## src/rtl/dp_ctrl_fsm.sv

```systemverilog
`default_nettype none
// ============================================================================
//  Module      : dp_ctrl_fsm
//  Description : Control unit for the 8-bit register-file/ALU datapath.
//                On start it runs a fixed program that computes
//                sum(1..LIMIT) mod 256 in the register file. It then loads
//                the datapath OutPort from R3 and pulses done for one cycle.
//  Revision    : 1.0 - initial release
// ----------------------------------------------------------------------------
//  Ports
//    clk          in   1  clock, rising edge
//    reset        in   1  asynchronous, active-high
//    start        in   1  run request, sampled in IDLE only
//    lte          in   1  datapath compare result (RData1 < RData2, unsigned)
//    RFSrcMuxSel  out  1  0: write ALU result, 1: write constant 8'd1
//    RAddr1       out  3  regfile read port 1 address
//    RAddr2       out  3  regfile read port 2 address
//    WAddr        out  3  regfile write address
//    we           out  1  regfile write enable
//    ALUop        out  2  0 ADD, 1 SUB, 2 AND, 3 OR
//    OutPortEn    out  1  load datapath OutPort from RData1
//    busy         out  1  high in every state except IDLE
//    done         out  1  one-cycle pulse, OutPort valid
//  Register map: R0 reads 0, R1 = one, R2 = i, R3 = sum, R4 = limit
// ============================================================================
module dp_ctrl_fsm #(
  parameter int LIMIT = 10
) (
  input  logic       clk,
  input  logic       reset,
  input  logic       start,
  input  logic       lte,
  output logic       RFSrcMuxSel,
  output logic [2:0] RAddr1,
  output logic [2:0] RAddr2,
  output logic [2:0] WAddr,
  output logic       we,
  output logic [1:0] ALUop,
  output logic       OutPortEn,
  output logic       busy,
  output logic       done
);

  typedef enum logic [3:0] {
    S_IDLE  = 4'd0,
    S_ONE   = 4'd1,
    S_CLR_I = 4'd2,
    S_CLR_S = 4'd3,
    S_CLR_L = 4'd4,
    S_BUILD = 4'd5,
    S_CMP   = 4'd6,
    S_INC   = 4'd7,
    S_ACC   = 4'd8,
    S_OUT   = 4'd9,
    S_DONE  = 4'd10
  } state_t;

  // Last counter value of the build loop; wraps to 255 for LIMIT=0, but the
  // build loop is skipped entirely in that case.
  localparam logic [7:0] C_LIMIT_M1 = 8'((LIMIT + 255) % 256);
  localparam logic       C_HAS_BUILD = (LIMIT != 0);

  state_t     state_q, state_d;
  logic [7:0] cnt_q, cnt_d;

  logic       rfsrc_d, we_d, oen_d, busy_d, done_d;
  logic [2:0] raddr1_d, raddr2_d, waddr_d;
  logic [1:0] aluop_d;

  // Next state and build counter
  always_comb begin
    state_d = state_q;
    cnt_d   = cnt_q;
    unique case (state_q)
      S_IDLE:  if (start) state_d = S_ONE;
      S_ONE:   state_d = S_CLR_I;
      S_CLR_I: state_d = S_CLR_S;
      S_CLR_S: state_d = S_CLR_L;
      S_CLR_L: begin
        cnt_d   = 8'd0;
        state_d = C_HAS_BUILD ? S_BUILD : S_CMP;
      end
      S_BUILD: begin
        cnt_d = cnt_q + 8'd1;
        if (cnt_q == C_LIMIT_M1) state_d = S_CMP;
      end
      S_CMP:   state_d = lte ? S_INC : S_OUT;
      S_INC:   state_d = S_ACC;
      S_ACC:   state_d = S_CMP;
      S_OUT:   state_d = S_DONE;
      S_DONE:  state_d = S_IDLE;
      default: state_d = S_IDLE;
    endcase
  end

  // Controls are decoded from the next state so that the registered outputs
  // line up with the state register (Moore outputs without a decode delay).
  always_comb begin
    rfsrc_d  = 1'b0;
    raddr1_d = 3'd0;
    raddr2_d = 3'd0;
    waddr_d  = 3'd0;
    we_d     = 1'b0;
    aluop_d  = 2'd0;
    oen_d    = 1'b0;
    busy_d   = (state_d != S_IDLE);
    done_d   = (state_d == S_DONE);
    unique case (state_d)
      S_ONE: begin
        rfsrc_d = 1'b1;
        waddr_d = 3'd1;
        we_d    = 1'b1;
      end
      // R0+R0 clears the destination register
      S_CLR_I: begin waddr_d = 3'd2; we_d = 1'b1; end
      S_CLR_S: begin waddr_d = 3'd3; we_d = 1'b1; end
      S_CLR_L: begin waddr_d = 3'd4; we_d = 1'b1; end
      S_BUILD: begin
        raddr1_d = 3'd4;
        raddr2_d = 3'd1;
        waddr_d  = 3'd4;
        we_d     = 1'b1;
      end
      S_CMP: begin
        raddr1_d = 3'd2;
        raddr2_d = 3'd4;
      end
      S_INC: begin
        raddr1_d = 3'd2;
        raddr2_d = 3'd1;
        waddr_d  = 3'd2;
        we_d     = 1'b1;
      end
      S_ACC: begin
        raddr1_d = 3'd3;
        raddr2_d = 3'd2;
        waddr_d  = 3'd3;
        we_d     = 1'b1;
      end
      S_OUT: begin
        raddr1_d = 3'd3;
        oen_d    = 1'b1;
      end
      default: ;
    endcase
  end

  always_ff @(posedge clk or posedge reset) begin
    if (reset) begin
      state_q     <= S_IDLE;
      cnt_q       <= 8'd0;
      RFSrcMuxSel <= 1'b0;
      RAddr1      <= 3'd0;
      RAddr2      <= 3'd0;
      WAddr       <= 3'd0;
      we          <= 1'b0;
      ALUop       <= 2'd0;
      OutPortEn   <= 1'b0;
      busy        <= 1'b0;
      done        <= 1'b0;
    end else begin
      state_q     <= state_d;
      cnt_q       <= cnt_d;
      RFSrcMuxSel <= rfsrc_d;
      RAddr1      <= raddr1_d;
      RAddr2      <= raddr2_d;
      WAddr       <= waddr_d;
      we          <= we_d;
      ALUop       <= aluop_d;
      OutPortEn   <= oen_d;
      busy        <= busy_d;
      done        <= done_d;
    end
  end

endmodule
`default_nettype wire

```

## config.mk

```make
export PLATFORM = sky130hd
export DESIGN_NAME = dp_ctrl_fsm
export DESIGN_NICKNAME = d
export VERILOG_FILES = /design/src/rtl/dp_ctrl_fsm.sv
export SDC_FILE = /design/constraint.sdc
export NUM_CORES = 1
export LEC_CHECK = 0
export CAP_MARGIN = 20
export CORE_MARGIN = 2
export CORE_UTILIZATION = 61
export CTS_CLUSTER_DIAMETER = 40
export DETAILED_ROUTE_END_ITERATION = 6
export DONT_BUFFER_PORTS = 1
export GPL_TIMING_DRIVEN = 0
export HOLD_SLACK_MARGIN = 0.06
export PLACE_DENSITY = 0.75
export SLEW_MARGIN = 30
export SYNTH_ARGS = -nofsm -noshare
export SYNTH_HDL_FRONTEND = slang
export SYNTH_SLANG_ARGS = --single-unit
```

## constraint.sdc

```tcl
create_clock -name clk -period 2.8 [get_ports clk]
set_input_delay 0.56 -clock clk [delete_from_list [all_inputs] [get_ports clk]]
set_output_delay 0.56 -clock clk [all_outputs]
set_load 0.05 [all_outputs]
```

# --- After elaboration in Yosys (flattened, before gate mapping) ---
# Index checks and enable logic that the tools add are counted.
classes:
  addsub: 1
  reduce_logical: 10
  n_eq_ne: 20
  n_mux: 11
op_table:
  columns: ["operator", "count"]
  rows:
  - ["$pmux 4 s10", 1]
  - ["$eq 4x3->1 const B", 8]
  - ["$eq 4x4->1 const B", 5]
  - ["$pmux 3 s3", 2]
  - ["$eq 4x2->1 const B", 4]
  - ["$pmux 8 s2", 1]
  - ["$mux 4", 3]
  - ["$pmux 3 s4", 1]
  - ["$reduce_or 2->1", 6]
  - ["$add 8x1->8 const B", 1]
  - ["$eq 4x1->1 const B", 2]
  - ["$eq 8x4->1 const B", 1]
  - ["$reduce_or 7->1", 1]
  - ["$logic_not 4->1", 1]
  - ["$reduce_bool 4->1", 1]
  - ["$mux 1", 3]
  - ["$reduce_bool 2->1", 1]
word_totals:
  input_bits: 4
  word_cells: 52
  reg_bits: 26
  out_inout_bits: 16

# --- Logic depth before layout (Yosys ltp) ---
depth:
  depth_word: 6
  ltp_mapped: 6
  ltp_nobuf: 6

# --- Worst setup path before layout ---
# Ideal clock, no wire load.
synth_path:
  path_kind: "reg-to-reg"
  startpoint: "register state_q[3]"
  endpoint: "register cnt_q[7]"
  stages_incl_launch_ff: 5
  setup_slack_ns: 1.116
  t_arrival_ns: 1.615
  setup_time_ns: 0.069
  path_buffers: 0
  required_ns: 2.731
  synth_period_minus_slack_ns: 1.684
  path_cell_list: "dfrtp_1 or3b_1 or2_4 or4_1 nand3_1"
synth_via:
  elab_chain_len: 2
  word_cells_on_any_way: 4
  classes_between: "eq/ne: 2; mux: 1; reduce/logical: 1"
synth_lines:
  columns: ["item", "line_no", "source"]
  rows:
  - ["start: declaration", "63", "state_t state_q, state_d;"]
  - ["start signal: assignment", "162", "state_q <= state_d;"]
  - ["$eq 4x3->1", "74", "unique case (state_q)"]
  - ["$pmux 8 s2 or $reduce_bool 2->1 (tied branches)", null, null]
  - ["end signal: assignment", "163", "cnt_q <= cnt_d;"]
  - ["end: declaration", "64", "logic [7:0] cnt_q, cnt_d;"]
# Parallel ways exist; a longest one is shown, timed or not.
# A chain may end at the register's enable or synchronous reset.

# --- Final worst setup path ---
layout_path:
  startpoint: "register state_q[3]"
  endpoint: "register RAddr2[2]"
layout_via:
  elab_chain_len: 5
  word_cells_on_any_way: 19
  classes_between: "eq/ne: 13; mux: 4; reduce/logical: 2"
layout_lines:
  columns: ["item", "line_no", "source"]
  rows:
  - ["$eq 4x4->1, or another cell as far along", "74", null]
  - ["$pmux 4 s10 *", "74", null]
  - ["$eq 4x3->1", "108", "unique case (state_d)"]
  - ["$reduce_or 2->1 (no source line)", null, null]
  - ["$pmux 3 s3 *", "108", null]
  - ["via raddr2_d[2]", "67", "logic [2:0] raddr1_d, raddr2_d, waddr_d;"]
  - ["end signal: assignment", "166", "RAddr2 <= raddr2_d;"]
  - ["end: declaration", "35", "output logic [2:0] RAddr2,"]
# The timed path passes the listed nets; every way through them passes the cells marked *.

==> results.json <==
{
  "place.port_buffers": 0,
  "antenna_found_initial": 0,
  "dieArea_sq_mm": 0.00234,
  "boundaryPins": 20,
  "cts_tree": "yes",
  "outcome": "finished clean",
  "p_total_mw": 1.55,
  "rr_startpoint": "state_q[3]$_DFF_PP0_",
  "critPathMaxFanout": 10,
  "num_antenna_cells": 0,
  "tns_ns": 0,
  "worst_pin_slew_ns": 0.592,
  "synth_xor_area_share_pct": 0,
  "areaGrowthSynthToFinish_pct": 7.51,
  "root_buffer": "clkbuf_4",
  "layout.cells.non_filler": 157,
  "drt_first_pass_iters": 4,
  "drtAntennaViolNets": 0,
  "leakagePower_nw": 0.598,
  "totalWireLength_mm": 2.14,
  "path_class": "reg -> reg",
  "hold_viol": 0,
  "required_ns": 2.99,
  "yosys_register_bits": 26,
  "rrSetupSlack_ns": 0.87,
  "clock_skew_ns": 0.000880,
  "ctsResizeCount": 0,
  "synth_compound_area_share_pct": 15.7,
  "die_h_um": 48.4,
  "maxCapViolCount": 0,
  "final_cell_area_sq_mm": 0.00129,
  "syn_inst": 125,
  "synth-simple-area-share_pct": 22.3,
  "cp-end-kind": "flip-flop",
  "finalSetupViolCount": 0,
  "placed_area_sq_mm": 0.00124,
  "drive_gt1_share_pct": 10.0,
  "avgSynthCellArea_sq_um": 9.60,
  "cts_sinks": 26,
  "synth_warnings": 0,
  "core_sq_mm": 0.00190,
  "seq_area_frac_synth_pct": 54.2,
  "startpoint_type": "flip-flop",
  "drv_slew": 0,
  "grt_usage_pct": 20.2,
  "dp.cells": 153,
  "grt_pass1_vias": 780,
  "place_congestion": 0.870,
  "avgViaCountPerCell": 5.76,
  "peakVddDrop_mv": 0.841,
  "fin_crit_sh_pct": 68.9,
  "arrival_ns": 2.12,
  "finish.utilization_pct": 67.8,
  "r2r_cells": 5,
  "cts_buffers": 3,
  "vias": 904,
  "die_x_um": 48.4,
  "synthAdderAreaFrac_pct": 2.09,
  "synth_cell_types": 37,
  "r2r_end": "RAddr2[2]$_DFF_PP0_",
  "initial_core_util_pct": 63.1,
  "clk_latency_ns": 0.32,
  "hp-class": "in -> async",
  "avgRoutedWirePerCell_um": 13.6,
  "grt_max_degree": 27,
  "rsz0062_at_grt": "false",
  "fillers": 150,
  "rows": 16,
  "synth_top_family_by_area": "simple AND/OR/NAND/NOR gates",
  "grt_pass1_wl_mm": 3.65,
  "clock_path_buffers": 2,
  "max_freq_mhz": 518,
  "fin_crit_ns": 1.93,
  "muxShareOfSynthArea_pct": 0,
  "ctsHoldBuffers": 0,
  "dp_hpwl_mm": 1.49,
  "htreeDepth": 1,
  "postCtsSetupRepairBufs": 0,
  "maxSlewHeadroom_pct": 60.5,
  "syn_area_sq_mm": 0.00120,
  "drc": 0,
  "clkTransAtPathRegs_ns": 0.13,
  "powerDensity_mw_per_mm2": 1200,
  "nets": 137,
  "overflow": 0,
  "drt-initial-drc-count": 28
}
==> worst max-delay path by stage <==
stage	from	to	slack [ns]
global placement	state_q[3]$_DFF_PP0_	RAddr2[2]$_DFF_PP0_	0.94
CTS	state_q[3]$_DFF_PP0_	RAddr2[2]$_DFF_PP0_	0.88
global route	state_q[3]$_DFF_PP0_	RAddr2[2]$_DFF_PP0_	0.75
finish	state_q[3]$_DFF_PP0_	RAddr2[2]$_DFF_PP0_	0.87
floorplan	state_q[3]$_DFF_PP0_	cnt_q[7]$_DFFE_PP0P_	1.12
detailed placement	state_q[3]$_DFF_PP0_	RAddr2[2]$_DFF_PP0_	0.90
==> per-layer routing <==
metal	share of wire (%)	GRT usage, %
met2	44	27.8
met3	5.9	4.01
met5	0	0
met4	2.0	9.05
met1	49	31.1
==> registers in the layout, summed over array words and instances (netlist names) <==
signal       count
OutPortEn        1
RAddr1           3
RAddr2           3
RFSrcMuxSel      1
WAddr            3
busy             1
cnt_q            8
done             1
state_q          4
we               1
==> layout make-up <==
cell class	count	area [sq um]	area share (%)
sequential	26	651	50.4
multi-input combinational	85	489	37.9
tap	27	33.8	2.62
buffer	8	37.5	2.91
inverter	7	26.3	2.04
clock inverter	1	30.0	2.33
clock buffer	3	22.5	1.75
==> logic make-up (layout without fill, tap and decap cells) <==
family | Yosys count | count (layout)
and+or+nand+nor | 51 | 51
AOI/OAI and AO/OA | 30 | 30
other | 1 | 2
DFF | 26 | 26
buffers and inverters | 15 | 19
adders and majority gates | 2 | 2
==> cell usage after synthesis <==
cell / number / area [sq um]
a41oi_1: 1 / 8.76
conb_1: 1 / 3.75
nor2_1: 12 / 45.0
nor4_1: 1 / 6.26
or4_1: 1 / 7.51
nand3_1: 3 / 15.0
o21ba_2: 1 / 10.0
nand4_1: 1 / 6.26
buf_1: 1 / 3.75
a21oi_1: 6 / 30.0
and2_1: 1 / 6.26
ha_1: 2 / 25.0
and3_1: 3 / 18.8
or3_1: 1 / 6.26
o21bai_1: 2 / 15.0
nor2b_1: 2 / 12.5
a211o_1: 1 / 8.76
o31ai_1: 3 / 22.5
a21o_1: 1 / 7.51
nor3b_1: 1 / 7.51
o21ai_0: 10 / 50.1
or2_2: 4 / 25.0
o211ai_1: 1 / 7.51
or4bb_1: 1 / 11.3
inv_1: 7 / 26.3
or3b_1: 1 / 8.76
nor3_1: 6 / 30.0
dfrtp_1: 26 / 651
a31oi_1: 2 / 12.5
clkbuf_1: 5 / 18.8
o21a_1: 1 / 7.51
or2_4: 1 / 8.76
nor4b_1: 1 / 8.76
a221oi_1: 1 / 8.76
nand2b_1: 1 / 6.26
nand2_1: 10 / 37.5
buf_4: 2 / 15.0
==> report_power, final <==
part / internal [mW] / switching [mW] / total [mW]
Combinational: 0.194 / 0.312 / 0.506
Sequential: 0.485 / 0.308 / 0.793
Clock: 0.145 / 0.107 / 0.252
==> stage by stage <==
stage                     hold WS, ns  worst slack [ns]
final                           0.135             0.870
after global routing            0.173             0.751
after CTS                       0.283             0.884
after detailed placement        0.519             0.901
after global placement          0.510             0.936
after floorplan                 0.474              1.12
==> layout by cell type, fill, tap and decap left out, types with 2 or more instances in the layout <==
| master | synthesis | routed |
|---|---|---|
| a21oi_1 | 6 | 6 |
| a31oi_1 | 2 | 2 |
| and3_1 | 3 | 3 |
| buf_4 | 2 | 2 |
| clkbuf_1 | 5 | 5 |
| clkbuf_4 | 0 | 3 |
| conb_1 | 1 | 2 |
| dfrtp_1 | 26 | 26 |
| ha_1 | 2 | 2 |
| inv_1 | 7 | 6 |
| nand2_1 | 10 | 10 |
| nand3_1 | 3 | 3 |
| nor2_1 | 12 | 12 |
| nor2b_1 | 2 | 2 |
| nor3_1 | 6 | 6 |
| o21ai_0 | 10 | 10 |
| o21bai_1 | 2 | 2 |
| o31ai_1 | 3 | 3 |
| or2_2 | 4 | 4 |
==> worst max-delay path: stages (launching register included) <==
cell	delay, ns
dfrtp_1	0.46
or3b_1	0.43
clkbuf_1	0.23
nor2_1	0.34
a21oi_1	0.18
nor3b_1	0.17
(Power assumes the default switching activity.)
